==> config.mk <==
export PLATFORM = sky130hd
export DESIGN_NAME = h_motor_step_monitor
export DESIGN_NICKNAME = d
export VERILOG_FILES = /design/src/rtl/h_motor_step_monitor.sv
export SDC_FILE = /design/constraint.sdc
export NUM_CORES = 1
export LEC_CHECK = 0
export CAP_MARGIN = 20
export CORE_ASPECT_RATIO = 0.6
export CORE_MARGIN = 1
export CORE_UTILIZATION = 43
export DETAILED_ROUTE_END_ITERATION = 8
export GPL_ROUTABILITY_DRIVEN = 0
export PLACE_DENSITY = 0.66
export SYNTH_ARGS = -nofsm -noshare
export SYNTH_HDL_FRONTEND = slang
export SYNTH_SLANG_ARGS = --single-unit
==> constraint.sdc <==
create_clock -name clk -period 18.8 [get_ports clk]
set_input_delay 2.82 -clock clk [delete_from_list [all_inputs] [get_ports clk]]
set_output_delay 2.82 -clock clk [all_outputs]
set_load 0.01 [all_outputs]
==> src/rtl/h_motor_step_monitor.sv <==
// Horizontal slip-scan monitor: rebuilds motor position, slip progress and radar stop/start
// events from the motor controller outputs, and emits a per-scan summary on event_done.
module h_motor_step_monitor #(
   parameter int unsigned POS_W      = 32,
   parameter int unsigned SS_MIN_CYC = 4
) (
   input  logic             clk,
   input  logic             rst,
   input  logic             data_update,
   input  logic [31:0]      pulses_per_slip,
   input  logic             clear_pos,
   input  logic             h_pwm_pulse,
   input  logic             h_pwm_dir,
   input  logic             radar_ss,
   input  logic             event_done,
   output logic [POS_W-1:0] position,
   output logic [31:0]      step_in_slip,
   output logic [31:0]      slip_cnt,
   output logic             slip_done,
   output logic             radar_stop_evt,
   output logic             radar_start_evt,
   output logic             radar_active,
   output logic             err_step_in_dwell,
   output logic             busy,
   output logic [31:0]      scan_slips,
   output logic [31:0]      scan_pairs,
   output logic             summary_valid
);

   localparam logic [1:0]  SS_LOW    = 2'd0;
   localparam logic [1:0]  SS_HIGH   = 2'd1;
   localparam logic [1:0]  SS_CHECK  = 2'd2;
   localparam logic [15:0] SS_MIN_W  = 16'(SS_MIN_CYC);

   // [0],[1] synchroniser stages, [2] edge-detect history
   logic [2:0]       pulse_sync_q, ss_sync_q;
   logic [1:0]       dir_sync_q;
   logic             step_q, step_dir_q, accept_q;
   logic [1:0]       ss_state_q, ss_state_d;
   logic [15:0]      width_q, width_d;
   logic             accept;
   logic [31:0]      ppslip_q;

   logic [POS_W-1:0] pos_q, pos_d;
   logic [31:0]      sis_q, sis_d, slip_q, slip_d, pairs_q, pairs_d;
   logic [31:0]      scan_slips_q, scan_slips_d, scan_pairs_q, scan_pairs_d;
   logic             slip_done_q, slip_done_d, stop_q, stop_d, start_q, start_d;
   logic             active_q, active_d, err_q, err_d, busy_q, busy_d, valid_q, valid_d;
   logic             step_eff, ss_rise, ss_fall;

   assign ss_rise  = ss_sync_q[1] & ~ss_sync_q[2];
   assign ss_fall  = ~ss_sync_q[1] & ss_sync_q[2];
   assign step_eff = step_q & ~clear_pos;

   always_comb begin
      ss_state_d = ss_state_q;
      width_d    = width_q;
      accept     = 1'b0;
      case (ss_state_q)
         SS_LOW: begin
            if (ss_rise) begin
               ss_state_d = SS_HIGH;
               width_d    = '0;
            end
         end
         SS_HIGH: begin
            if (width_q != 16'hFFFF) width_d = width_q + 16'd1;
            if (ss_fall) ss_state_d = SS_CHECK;
         end
         SS_CHECK: begin
            accept     = (width_q >= SS_MIN_W);
            ss_state_d = SS_LOW;
         end
         default: ss_state_d = SS_LOW;
      endcase
   end

   always_comb begin
      pos_d        = pos_q;
      sis_d        = sis_q;
      slip_d       = slip_q;
      slip_done_d  = 1'b0;
      pairs_d      = pairs_q;
      stop_d       = accept_q & active_q;
      start_d      = accept_q & ~active_q;
      active_d     = accept_q ? ~active_q : active_q;
      err_d        = err_q | (step_eff & ~active_q);
      busy_d       = busy_q | step_eff;
      scan_slips_d = scan_slips_q;
      scan_pairs_d = scan_pairs_q;
      valid_d      = 1'b0;

      if (step_eff) pos_d = step_dir_q ? pos_q + POS_W'(1) : pos_q - POS_W'(1);
      if (step_eff && ppslip_q != 32'd0) begin
         if (sis_q + 32'd1 >= ppslip_q) begin
            sis_d       = '0;
            slip_d      = slip_q + 32'd1;
            slip_done_d = 1'b1;
         end else begin
            sis_d = sis_q + 32'd1;
         end
      end
      if (start_d) pairs_d = pairs_q + 32'd1;

      // Summary takes the values that include this cycle's step/strobe, before any clear
      if (event_done) begin
         scan_slips_d = slip_d;
         scan_pairs_d = pairs_d;
         valid_d      = 1'b1;
         sis_d        = '0;
         slip_d       = '0;
         pairs_d      = '0;
         busy_d       = 1'b0;
         active_d     = 1'b1;
      end
      if (clear_pos) begin
         pos_d   = '0;
         sis_d   = '0;
         slip_d  = '0;
         pairs_d = '0;
         err_d   = 1'b0;
      end
   end

   always_ff @(posedge clk or posedge rst) begin
      if (rst) begin
         pulse_sync_q <= '0;
         ss_sync_q    <= '0;
         dir_sync_q   <= '0;
         step_q       <= 1'b0;
         step_dir_q   <= 1'b0;
         accept_q     <= 1'b0;
         ss_state_q   <= SS_LOW;
         width_q      <= '0;
         ppslip_q     <= '0;
         pos_q        <= '0;
         sis_q        <= '0;
         slip_q       <= '0;
         pairs_q      <= '0;
         slip_done_q  <= 1'b0;
         stop_q       <= 1'b0;
         start_q      <= 1'b0;
         active_q     <= 1'b1;
         err_q        <= 1'b0;
         busy_q       <= 1'b0;
         scan_slips_q <= '0;
         scan_pairs_q <= '0;
         valid_q      <= 1'b0;
      end else begin
         pulse_sync_q <= {pulse_sync_q[1:0], h_pwm_pulse};
         ss_sync_q    <= {ss_sync_q[1:0], radar_ss};
         dir_sync_q   <= {dir_sync_q[0], h_pwm_dir};
         step_q       <= pulse_sync_q[1] & ~pulse_sync_q[2];
         step_dir_q   <= dir_sync_q[1];
         accept_q     <= accept;
         ss_state_q   <= ss_state_d;
         width_q      <= width_d;
         if (data_update) ppslip_q <= pulses_per_slip;
         pos_q        <= pos_d;
         sis_q        <= sis_d;
         slip_q       <= slip_d;
         pairs_q      <= pairs_d;
         slip_done_q  <= slip_done_d;
         stop_q       <= stop_d;
         start_q      <= start_d;
         active_q     <= active_d;
         err_q        <= err_d;
         busy_q       <= busy_d;
         scan_slips_q <= scan_slips_d;
         scan_pairs_q <= scan_pairs_d;
         valid_q      <= valid_d;
      end
   end

   assign position          = pos_q;
   assign step_in_slip      = sis_q;
   assign slip_cnt          = slip_q;
   assign slip_done         = slip_done_q;
   assign radar_stop_evt    = stop_q;
   assign radar_start_evt   = start_q;
   assign radar_active      = active_q;
   assign err_step_in_dwell = err_q;
   assign busy              = busy_q;
   assign scan_slips        = scan_slips_q;
   assign scan_pairs        = scan_pairs_q;
   assign summary_valid     = valid_q;

endmodule

; Yosys cells after proc, flatten, opt, wreduce, memory -nomap -nowiden
; Cells that the tools add are included.
; W data, S select, Z words.
[totals]
register_bits = 260
latch_bits = 0
ram_bits = 0
rom_bits = 0
output_inout_bits = 167
elab_cells = 87
memories = 0
[op_classes]
add_sub_neg = 6
mul = 0
div = 0
magnitude_cmp = 2
n_eq_ne = 6
shifts = 0
mux = 28
bitwise_logic = 14
reduce_logical = 9
[ops]
columns = operator, count
row1 = $mux W32, 14
row2 = $add A32 B1 Y32 const B, 4
row3 = $ge A32 B32 Y1, 1
row4 = $mux W16, 2
row5 = $pmux W16 S2, 1
row6 = $reduce_bool A32 Y1, 1
row7 = $sub A32 B1 Y32 const B, 1
row8 = $add A16 B1 Y16 const B, 1
row9 = $ge A16 B3 Y1 const B, 1
row10 = $ne A16 B16 Y1 const B, 1
row11 = $mux W1, 8
row12 = $and A1 B1 Y1, 7
row13 = $ne A2 B2 Y1 const B, 3
row14 = $reduce_bool A2 Y1, 3
row15 = $not A1 Y1, 5
row16 = $mux W2, 2
row17 = $pmux W2 S2, 1
row18 = $reduce_and A3 Y1, 1
row19 = $reduce_bool A3 Y1, 1
row20 = $eq A2 B1 Y1 const B, 1
row21 = $eq A2 B2 Y1 const B, 1
row22 = $logic_not A2 Y1, 1
row23 = $or A1 B1 Y1, 2
row24 = $reduce_and A2 Y1, 1
row25 = $logic_and A1 B1 Y1, 1

; Longest topological paths before layout
; Gate-level depths: netlist of the first run.
[depth]
word_depth = 6
ltp_mapped = 21
depth_no_buf = 19

; Worst setup path after synthesis of the first run
; OpenSTA, ideal clock, no wires.
[synth_path]
path_kind = input to register
from = input clear_pos
to = register scan_slips_q[13] (netlist: scan_slips[13])
setup_ns = 0.137
t_arrival_ns = 4.259
setup_slack_ns = 14.404
path_stages = 8
path_buffers = 1
cell_sequence = nor2_2 -> o21ai_0 -> nor2b_1 -> o211ai_4 -> buf_4 -> nor3_1 -> xnor2_1 -> a21oi_1
[synth_between]
elab_chain_len = 4
[synth_rtl]
columns = item, line
row1 = from (decl), 11  ; input logic clear_pos,
row2 = $not A1 Y1, 53  ; assign step_eff = step_q & ~clear_pos;
row3 = $and A1 B1 Y1, 53
row4 = $logic_and A1 B1 Y1, 94  ; if (step_eff && ppslip_q != 32'd0) begin
row5 = $mux W32, 94
row6 = to (signal assigned), 169  ; scan_slips_q <= scan_slips_d;
row7 = to (decl), 46  ; logic [31:0] scan_slips_q, scan_slips_d, scan_pairs_q, scan_pairs_d;
; Every way passes these cells.
; A chain may end at the register's enable or synchronous reset.

; Final worst setup path of the first run
[layout_path]
from = input clear_pos
to = register scan_slips_q[14] (netlist: scan_slips[14])
; The elaborated chain is that of the path after synthesis.

==> results of run 1 <==
-- power groups by stage --
| stage | registers [mW] | clock network [mW] | logic, mW |
|---|---|---|---|
| 2_1_floorplan | 0.618 | 0 | 0.107 |
| 4_1_cts | 0.607 | 0.607 | 0.184 |
| 3_5_place_dp | 0.617 | 0 | 0.183 |
| 5_1_grt | 0.610 | 0.627 | 0.207 |
| 6_report | 0.607 | 0.590 | 0.186 |
| 3_3_place_gp | 0.616 | 0 | 0.179 |
-- cell type report --
type	count	area (µm²)	share of cell area, %
clock buffers	37	773	4.57
clock inverters	9	198	1.17
inverters	60	233	1.38
multi-input cells	1048	6480	38.3
flip-flops and latches	260	6510	38.5
well taps	408	510	3.02
repair buffers	219	2220	13.1
-- cells by family (layout without fill, tap and decap cells) --
kind of cell | count (synthesis) | in the layout
DFF | 260 | 260
and+or+nand+nor | 548 | 548
xor gates and xnor gates | 119 | 119
AOI/OAI and AO/OA | 292 | 292
buffers and inverters | 114 | 325
muxes | 21 | 21
adders and majority gates | 68 | 68
-- routing by layer --
layer / global-route usage [%] / up-vias / part of all wire (%) / routed length, µm
li1: - / 5335 / - / -
met1: 33.7 / 5245 / 51 / 17900
met2: 33.5 / 207 / 43 / 15200
met3: 4.01 / 42 / 4.6 / 1640
met4: 4.11 / 0 / 1.5 / 512
met5: 0 / - / 0 / 0
-- Yosys cell counts, types with 29 or more instances --
master                       n
sky130_fd_sc_hd__dfrtp_1   259
sky130_fd_sc_hd__nor2_1    228
sky130_fd_sc_hd__nand2_1   126
sky130_fd_sc_hd__a21oi_1    99
sky130_fd_sc_hd__o21ai_0    79
sky130_fd_sc_hd__xnor2_1    73
sky130_fd_sc_hd__ha_1       67
sky130_fd_sc_hd__inv_1      60
sky130_fd_sc_hd__xor2_1     46
sky130_fd_sc_hd__clkbuf_1   41
sky130_fd_sc_hd__nand3_1    41
sky130_fd_sc_hd__nand4_1    29
-- cell usage in the layout, fill, tap and decap left out, drive strengths merged, types with 37 or more instances in the layout --
master         count
xor2              46
a21oi            100
dfrtp            259
xnor2             73
nor2             230
o21ai             83
nand3             41
ha                67
inv               60
nand2            126
clkbuf            37
clkdlybuf4s50    204
-- sequential cells by signal (all words and copies together) (netlist names), 3 cells and up --
name          cells
step_in_slip     32
scan_slips       32
ppslip_q         32
pulse_sync_q      3
width_q          16
scan_pairs       32
slip_cnt         32
position         32
pairs_q          32
ss_sync_q         3
-- how the worst max path moves through the flow --
| stage | slack [ns] | cells past startpoint | from | endpoint |
|---|---|---|---|---|
| after floorplan | 8.83 | 1 | rst | accept_q |
| after detailed placement | 12.91 | 8 | clear_pos | step_in_slip[27] |
| after global placement | 13.05 | 8 | clear_pos | step_in_slip[27] |
| after global routing | 13.37 | 17 | step_in_slip[0] | scan_slips[16] |
| final | 13.67 | 9 | clear_pos | scan_slips[14] |
| after CTS | 13.49 | 8 | clear_pos | step_in_slip[30] |
==> metrics.md, run 1 <==
| Metric | Value |
|---|---|
| Result of the run | completed |
| Transition at the pin with the smallest max-transition slack | 0.957 ns |
| Placeable core area | 30300 µm² |
| Vias after detailed routing | 10.8k |
| Number of buffers on the longest clock path | 3 |
| Hold Crit Endpoint | dir_sync_q[1] |
| Die height | 139 µm |
| Number of global-route vias before repair | 10.5k |
| # port buffers | 206 |
| Cell Count Post-Placement | 1991 |
| Crit path arrival time | 5.52 ns |
| Die width | 230 µm |
| Combinational family with the most area after synthesis | simple AND/OR/NAND/NOR gates |
| Flip-flop and latch count after synthesis | 260 |
| Placed cell areas | 15800 µm² |
| Overall power after layout | 1.38 mW |
| Maximum number of pins on one net before global-route repair | 103 |
| Global-route wire length before repair | 57.6 mm |
| Drt initial violations | 690 |
| P_leak | 7.52 nW |
| Family of cells with the greatest summed delay on the critical path | simple AND/OR/NAND/NOR gates |
| Yosys cell types | 73 |
| Post-CTS Hold Fix Bufs | 0 |
| Number of cell instances on the worst register-to-register path | 17 |
| Yosys top cell area share | 48.2% |
| Layout cell share with drive strength beyond 1 | 5.14% |
| Layout Cells excl Fill | 2041 |
| CTS buffer count | 26 |
| Arithmetic-cell share of the synthesized area counting full adders, half adders and majority gates | 6.39% |
| Cells resized by post-CTS repair | 0 |
| TritonCTS clock tree | yes |
| Worst-path fanout max | 31 |
| FP Rows | 49 |
| Setup repair after global routing missed its margin | false |
| Fillers | 2755 |
| CP required | 19.19 ns |
| Starting Density | 44.3% |
| Number of sinks driven by the clock tree | 260 |
| Total of endpoints with negative setup slack in the final report | 0 |
| Number of pins with negative max-slew slack in the final report | 0 |
| Cell depth of the worst hold path | 0 |
| Switching share of power | 25.2% |
| Power density cells | 81.8 nW/µm² |
| Final hold slack | 0.345 ns |
| Post-placement setup slack | 12.91 ns |
| Sequential share of power | 43.9% |
| Number of synthesized flops with an enable pin | 0 |
| FFs w/ async S/R, synth | 100% |
| Wire per inst | 17.3 µm |
| Xor-xnor portion of the synthesized cell area | 7.76% |
| Clock root buffer master | sky130_fd_sc_hd__clkbuf_16 |
| Synth Warn # | 0 |
| Remaining antenna violation count | 0 |
| Normalized max-slew margin | 36.2% |
| Number of iterations in the first detailed-routing pass | 5 |
| Number of nets in the layout | 1723 |
| Worst Path Class, Setup | primary input to flip-flop |
| Beginning of the worst hold path | dir_sync_q[0] |
| Gr usage total | 22.3% |
| Fraction of the mapped netlist area in compound gates | 13.6% |
| Largest cells by area after synthesis | sky130_fd_sc_hd__dfrtp_1 (48%), sky130_fd_sc_hd__nor2_1 (6.4%), sky130_fd_sc_hd__ha_1 (6.2%) |
| Synthesis-to-layout area growth | 25.9% |
| Post-layout instance area | 16900 µm² |
| VDD IR-drop max | 0.0619 mV |
| Period Utilization, post-route | 27.3% |
| Post-Route Skew | 0.0179 ns |
| Netlist Area Pre-Place | 13400 µm² |
| H-tree depth | 1 |
| Clk Latency, worst-skew pair | 0.55 ns |
| Worst reg2reg path endpoint | scan_slips[16] |
| Worst-case register-to-register setup slack | 13.76 ns |
| Startpoint class of the critical path | primary input |
| Antenna violations before repair | 0 |
| Clock share of power | 42.7% |
| Leading register cell type out of synthesis | sky130_fd_sc_hd__dfrtp_1 |
| Gate count of the mapped netlist | 1422 |
| Post-synthesis simple-gate area fraction | 18.8% |
| Overall die area | 32000 µm² |
| Cell internal power dissipation | 1.04 mW |
| Mapped Nets | 1530 |
| Cell chain of the critical path | clkdlybuf4s50_1, buf_4, nor2_2, o21ai_0, nor2b_1, o21ai_2, nor3_1, xnor2_1, a21oi_1 |
| Synthesized area divided by synthesized cell count | 9.45 µm² |
| Ports placed on the boundary | 207 |
| R2R Path Start | step_in_slip[0] |
| Max Freq | 195 MHz |
| Final WS setup | 13.67 ns |
| Final critical path time including I/O delays and setup | 5.13 ns |
| Global route overflow | 0 |
| Final-layout setup total negative slack | 0 ns |
| Final cell utilization of the core | 55.7% |
| Diodes inserted | 0 |
| Vias per std cell | 5.31 |
| Clock-pin slew of the registers on the worst-case setup and hold paths | 0.07 ns |
| Share of synthesized area occupied by flip-flops and latches | 48.4% |
| Proportion of power drawn by combinational gates | 13.4% |
| Routed WL | 35.3 mm |
| Proportion of synthesized area in mux cells | 1.58% |
| Worst min path class | flip-flop to flip-flop |
| Post-CTS setup buffers | 0 |
| Psw | 348 µW |
| Number of violations of the max-capacitance limit | 0 |
| Post-DP HPWL | 24.8 mm |
| Detailed-route DRC error count | 0 |
| Standard cell with the maximum stage delay on the critical path | sky130_fd_sc_hd__nor2b_1 |
| Delay of the slowest critical-path stage | 0.43 ns |
| Most area-hungry cell type in the Yosys netlist | sky130_fd_sc_hd__dfrtp_1 |
| Number of hold violations in the final report | 0 |
| Critical path buffer and inverter count | 2 |
| Crit path capture type | flip-flop |
No activity file was read; power rests on OpenSTA's default activity.
==> run 2, diff against run 1 <==
PLACE_DENSITY = 0.69   (was 0.66)
clock period = 4.5 ns   (was 18.8 ns; I/O delays follow)
==> run 2 against run 1 <==
  * Total power rose to 4.1 times the previous value
  * Cell area about the same
  * Via count up 2.5%
  * Sequential power rose to 4.2 times the previous value
  * Core utilization down 0.054 points
  * Clock skew down 0.0074 ns
==> metrics.md, run 2 (synthesis results as in run 1) <==
| Metric | Value |
|---|---|
| Total of endpoints with negative setup slack in the final report | 0 (unchanged) |
| Detailed-route DRC error count | 0 (unchanged) |
| Power density cells | 334 nW/µm² (+310%) |
| Post-placement setup slack | 0.261 ns (-12.65 ns) |
| # port buffers | 206 (unchanged) |
| Wire per inst | 17.1 µm (-0.70%) |
| Crit path arrival time | 4.49 ns (-1.03 ns) |
| Final-layout setup total negative slack | 0 ns (unchanged) |
| Met2 track demand over resource in global routing | 32.4% (-1.1 points) |
| Number of pins with negative max-slew slack in the final report | 0 (unchanged) |
| Fillers | 2691 (-2.3%) |
| Standard cell with the maximum stage delay on the critical path | sky130_fd_sc_hd__dfrtp_1 |
| Vias after detailed routing | 11.1k (+2.5%) |
| VDD IR-drop max | 0.267 mV (+330%) |
| Post-CTS Hold Fix Bufs | 0 (unchanged) |
| Overall power after layout | 5.65 mW (+310%) |
| Critical path buffer and inverter count | 2 (unchanged) |
| H-tree depth | 1 (unchanged) |
| Number of violations of the max-capacitance limit | 0 (unchanged) |
| P_leak | 7.51 nW (-0.18%) |
| TritonCTS clock tree | yes |
| Global-route wire length before repair | 57.4 mm (-0.36%) |
| Placeable core area | 30300 µm² (unchanged) |
| Die width | 230 µm (unchanged) |
| Family of cells with the greatest summed delay on the critical path | simple AND/OR/NAND/NOR gates |
| Cell seen most often among critical-path stages | sky130_fd_sc_hd__and3_1 |
| Crit path capture type | flip-flop |
| Ports placed on the boundary | 207 (unchanged) |
| Overall die area | 32000 µm² (unchanged) |
| Normalized max-slew margin | 35.8% (-0.43 points) |
| Delay of the slowest critical-path stage | 0.47 ns (+0.04 ns) |
| Met3 Use GR | 4.01% (unchanged) |
| Most Used Layer, Global Route | met1 |
| Area of the multi-input gates | 6480 µm² (about the same) |
| Maximum number of pins on one net before global-route repair | 95 (-7.8%) |
| Drt initial violations | 715 (+3.6%) |
| Final critical path time including I/O delays and setup | 4.10 ns |
| Number of hold violations in the final report | 0 (unchanged) |
| Layout cell share with drive strength beyond 1 | 5.85% (+0.71 points) |
| Post-DP HPWL | 24.9 mm (+0.66%) |
| Period Utilization, post-route | 91.2% |
| CP required | 4.89 ns (-14.30 ns) |
| Final hold slack | 0.352 ns (+0.00678 ns) |
| Result of the run | completed |
| Number of global-route vias before repair | 10.6k (+1.0%) |
| Number of iterations in the first detailed-routing pass | 5 (unchanged) |
| Met1 Track Usage GR | 33.6% (-0.13 points) |
| Commonest non-fill, non-tap cell in the layout | sky130_fd_sc_hd__dfrtp_1 |
| FP Rows | 49 (unchanged) |
| Transition at the pin with the smallest max-transition slack | 0.963 ns (+0.00639 ns) |
| Gr usage total | 22.0% (-0.27 points) |
| CTS buffer count | 26 (unchanged) |
| Number of sinks driven by the clock tree | 260 (unchanged) |
| Final WS setup | 0.398 ns (-13.27 ns) |
| Max Freq | 244 MHz |
| Synthesis-to-layout area growth | 25.8% (about the same) |
| Worst min path class | flip-flop to flip-flop |
| Number of buffers on the longest clock path | 3 (unchanged) |
| Startpoint class of the critical path | flip-flop |
| Setup repair after global routing missed its margin | false |
| Antenna violations before repair | 1 (+1) |
| Global route overflow | 0 (unchanged) |
| Clk Latency, worst-skew pair | 0.54 ns (about the same) |
| Routed WL | 35.2 mm (-0.26%) |
| Worst Path Class, Setup | flip-flop to flip-flop |
| Vias per std cell | 5.41 (+2.0%) |
| Clock root buffer master | sky130_fd_sc_hd__clkbuf_16 |
| Clock-pin slew of the registers on the worst-case setup and hold paths | 0.07 ns (about the same) |
| Area taken by flip-flops and latches | 6510 µm² (about the same) |
| Starting Density | 44.3% (unchanged) |
| Cell chain of the critical path | and3_1, nand4_1, nor3_1, buf_4, and3_1, and3_1, xor2_1, ha_1, a21o_1, a21o_1, a21oi_1, o2111ai_1, o211a_4, o21ai_2, buf_4, nor3_1, xnor2_1, a21oi_1 |
| Die height | 139 µm (unchanged) |
| Worst-path fanout max | 15 (-52%) |
| Post-Route Skew | 0.0105 ns (-0.00739 ns) |
| Remaining antenna violation count | 0 (unchanged) |
| Number of nets in the layout | 1729 (+0.35%) |
| Commonest cells after routing, fill and taps aside | sky130_fd_sc_hd__dfrtp_1 (258), sky130_fd_sc_hd__nor2_1 (227), sky130_fd_sc_hd__clkdlybuf4s50_1 (204) |
## run 2: what timing repair did
item                       4_1_cts  5_1_grt
gates resized for setup          0        4
buffers inserted                 0        1
setup endpoints to repair        0       67
## run 2: layout make-up
| cell class | count | area share [%] |
|---|---|---|
| sequential | 260 | 38.5 |
| multi-input combinational | 1048 | 38.4 |
| timing repair buffer | 225 | 13.3 |
| clock buffer | 34 | 4.33 |
| tap | 408 | 3.02 |
| inverter | 60 | 1.35 |
| clock inverter | 14 | 1.12 |
| antenna | 1 | 0.0148 |
## run 2: worst paths after layout
path / startpoint / endpoint / slack [ns] / cells after the start
max reg2reg: step_in_slip[4] / scan_slips[14] / 0.40 / 18
min: dir_sync_q[0] / dir_sync_q[1] / 0.35 / 0
max: step_in_slip[4] / scan_slips[14] / 0.40 / 18
min in group asynchronous: rst / ppslip_q[4] / 0.55 / 2
max in group asynchronous: rst / scan_pairs[19] / 3.07 / 3
min reg2reg: dir_sync_q[0] / dir_sync_q[1] / 0.35 / 0
## run 2: power breakdown
| group | internal (mW) | leakage, nW | total, mW | switching [mW] |
|---|---|---|---|---|
| Sequential | 2.45 | 3.43 | 2.54 | 0.0885 |
| Clock | 1.38 | 0.444 | 2.34 | 0.961 |
| Combinational | 0.341 | 3.64 | 0.771 | 0.430 |
| Total | 4.17 | 7.51 | 5.65 | 1.48 |
## run 2: metal layers
metal | vias to the layer above | part of all wire (%)
li1 | 5325 | -
met1 | 5445 | 50
met2 | 277 | 43
met3 | 48 | 5.3
met4 | 0 | 1.8
met5 | - | 0
## run 2: through the flow
step	instance area, µm²	cells	util (%)
4_1_cts	16900	2047	55.6
6_report	16900	2050	55.7
3_3_place_gp	15900	1999	52.5
2_1_floorplan	13400	1422	-
3_5_place_dp	15900	1999	52.5
5_1_grt	16900	2050	55.7
==> run 3, diff against run 2 <==
REMOVE_ABC_BUFFERS = 1   (was default)
==> run 3 against run 2 <==
  * Routed wire length is 0.71% higher
  * Cell area up 0.10%
  * Cell count increased by 0.20%
  * Die area is the same
  * Largest cell class unchanged
  * Clock power hardly changed
  * Total power decreased by 0.51%
  * Core utilization grew 0.058 points
  * Largest power group unchanged
  * Setup slack worse by 0.18 ns
  * Sequential share of layout area hardly changed
  * Combinational power is 0.5% higher
  * Register-to-register slack worse by 0.18 ns
==> metrics.md, run 3 (synthesis results as in run 1) <==
| Metric | Value |
|---|---|
| Clk Latency, worst-skew pair | 0.54 ns (about the same) |
| Routed WL | 35.4 mm (+0.71%) |
| Global-route wire length before repair | 57.6 mm (+0.33%) |
| Wire per inst | 17.2 µm (+0.51%) |
| Setup repair after global routing missed its margin | false |
| Area of the multi-input gates | 6490 µm² (about the same) |
| Antenna violations before repair | 0 (-1) |
| Beginning of the worst hold path | dir_sync_q[1] |
| Overall power after layout | 5.62 mW (-0.51%) |
| Worst reg2reg path endpoint | scan_slips[5] |
| Crit path arrival time | 4.67 ns (+0.18 ns) |
| Post-Route Skew | 0.0111 ns (+0.000610 ns) |
| Vias per std cell | 5.33 (-1.4%) |
| Worst-case register-to-register setup slack | 0.22 ns (-0.18 ns) |
| Number of pins with negative max-slew slack in the final report | 0 (unchanged) |
| Synthesis-to-layout area growth | 25.9% |
| Overall die area | 32000 µm² (unchanged) |
| Number of nets in the layout | 1738 (+0.52%) |
| Crit path capture type | flip-flop |
| Commonest non-fill, non-tap cell in the layout | sky130_fd_sc_hd__dfrtp_1 |
| CTS buffer count | 27 (+3.8%) |
| Transition at the pin with the smallest max-transition slack | 0.968 ns (+0.00486 ns) |
| Total of endpoints with negative setup slack in the final report | 0 (unchanged) |
| Number of buffers on the longest clock path | 3 (unchanged) |
| Power density cells | 332 nW/µm² (-0.61%) |
| Diodes inserted | 0 (-1) |
| Ports placed on the boundary | 207 (unchanged) |
| Normalized max-slew margin | 35.5% (-0.32 points) |
| Global route overflow | 0 (unchanged) |
| Result of the run | completed |
| Remaining antenna violation count | 0 (unchanged) |
| Hold Crit Endpoint | step_dir_q |
| Worst Path Class, Setup | flip-flop to flip-flop |
| Starting Density | 44.3% (unchanged) |
| Final-layout setup total negative slack | 0 ns (unchanged) |
| Max Freq | 233 MHz (-4.3%) |
| Post-DP HPWL | 25.4 mm (+1.8%) |
| Number of sinks driven by the clock tree | 260 (unchanged) |
| Proportion of power drawn by combinational gates | 13.8% (about the same) |
| Worst-path fanout max | 15 (unchanged) |
| Number of violations of the max-capacitance limit | 0 (unchanged) |
| Final critical path time including I/O delays and setup | 4.28 ns (+0.182 ns) |
| Fillers | 2663 (-1.0%) |
| Number of iterations in the first detailed-routing pass | 5 (unchanged) |
| Die width | 230 µm (unchanged) |
| Die height | 139 µm (unchanged) |
| Cell internal power dissipation | 4.15 mW (-0.53%) |
| Clock-pin slew of the registers on the worst-case setup and hold paths | 0.06 ns (about the same) |
| Layout cell share with drive strength beyond 1 | 6.26% (+0.41 points) |
| Placeable core area | 30300 µm² (unchanged) |
| Gr usage total | 22.2% (+0.22 points) |
| Number of cell instances on the worst register-to-register path | 18 (unchanged) |
| Clock root buffer master | sky130_fd_sc_hd__clkbuf_16 |
| Number of hold violations in the final report | 0 (unchanged) |
| Cell depth of the worst hold path | 0 (unchanged) |
| TritonCTS clock tree | yes |
| Psw | 1.47 mW (-0.47%) |
| Final hold slack | 0.349 ns (-0.00347 ns) |
| Maximum number of pins on one net before global-route repair | 109 (+15%) |
| R2R Path Start | step_in_slip[1] |
| # port buffers | 206 (unchanged) |
| Area taken by flip-flops and latches | 6510 µm² (about the same) |
| Worst min path class | flip-flop to flip-flop |
| VDD IR-drop max | 0.238 mV (-11%) |
| Post-CTS Hold Fix Bufs | 0 (unchanged) |
| CP required | 4.89 ns (about the same) |
| Vias after detailed routing | 11.0k (-1.2%) |
| H-tree depth | 1 (unchanged) |
| Sequential share of power | 45.0% (about the same) |
| Detailed-route DRC error count | 0 (unchanged) |
| Number of global-route vias before repair | 10.5k (-1.6%) |
| Post-CTS setup buffers | 0 (unchanged) |
| Commonest cells after routing, fill and taps aside | sky130_fd_sc_hd__dfrtp_1 (257), sky130_fd_sc_hd__nor2_1 (228), sky130_fd_sc_hd__clkdlybuf4s50_1 (204) |
| Switching share of power | 26.2% (about the same) |
| Clock share of power | 41.2% (-0.3 points) |
| Drt initial violations | 770 (+7.7%) |
| Period Utilization, post-route | 95.2% (+4.1 points) |
| P_leak | 7.55 nW (+0.58%) |
| Startpoint class of the critical path | flip-flop |
| FP Rows | 49 (unchanged) |
==> run 3: layout make-up <==
class                      count  share of cell area [%]
clock buffer                  35                    4.53
clock inverter                10                   0.777
inverter                      60                    1.38
multi-input combinational   1048                    38.3
sequential                   260                    38.5
tap                          408                    3.02
timing repair buffer         233                    13.5
==> run 3: critical path: stages, from the launching register on <==
cell	delay, ns
sky130_fd_sc_hd__dfrtp_1	0.42
sky130_fd_sc_hd__and3_1	0.22
sky130_fd_sc_hd__nand4_1	0.23
sky130_fd_sc_hd__nor3_1	0.24
sky130_fd_sc_hd__buf_4	0.16
sky130_fd_sc_hd__and3_1	0.29
sky130_fd_sc_hd__nand3_1	0.16
sky130_fd_sc_hd__xnor2_2	0.23
sky130_fd_sc_hd__ha_1	0.29
sky130_fd_sc_hd__a21o_1	0.19
sky130_fd_sc_hd__a21o_1	0.17
sky130_fd_sc_hd__a21oi_1	0.21
sky130_fd_sc_hd__o2111ai_1	0.21
sky130_fd_sc_hd__o211a_4	0.31
sky130_fd_sc_hd__o211ai_4	0.19
sky130_fd_sc_hd__buf_12	0.17
sky130_fd_sc_hd__nor2_1	0.07
sky130_fd_sc_hd__xnor2_1	0.24
sky130_fd_sc_hd__a21oi_1	0.12
==> run 3: power by group through the flow <==
stage               clock network [mW]  logic [mW]  registers, mW
floorplan                            0       0.410           2.59
global placement                     0       0.757           2.57
detailed placement                   0       0.774           2.57
CTS                               2.37       0.780           2.53
global route                      2.47       0.862           2.55
finish                            2.32       0.775           2.53
==> run 3: metal layers <==
layer,vias to the layer above,share of wire (%),global-route usage [%]
met5,-,0,0
met4,0,2.1,5.16
met3,47,5.1,4.65
met2,251,43,32.6
met1,5311,50,33.5
li1,5349,-,-
==> run 3: timing repair <==
action,CTS,global route
setup endpoints to repair,0,42
hold endpoints to repair,0,0
resized for setup,0,4
==> run 3: worst max path at each step <==
stage	slack, ns	cells after the start	from	end
CTS	0.22	18	step_in_slip[4]	scan_slips[5]
global route	0.02	18	step_in_slip[1]	scan_slips[4]
finish	0.22	18	step_in_slip[1]	scan_slips[5]
detailed placement	0.26	18	step_in_slip[4]	scan_slips[5]
global placement	0.25	18	step_in_slip[4]	scan_slips[5]
floorplan	-3.33	1	rst	accept_q
==> run 3: stage by stage <==
| stage | cells | area, µm² | util [%] | worst slack (ns) |
|---|---|---|---|---|
| 3_5_place_dp | 2008 | 16000 | 52.7 | 0.262 |
| 4_1_cts | 2053 | 16900 | 55.7 | 0.218 |
| 3_3_place_gp | 2008 | 16000 | 52.7 | 0.252 |
| 6_report | 2054 | 16900 | 55.7 | 0.216 |
| 5_1_grt | 2054 | 16900 | 55.7 | 0.0199 |
| 2_1_floorplan | 1368 | 13200 | - | -3.33 |
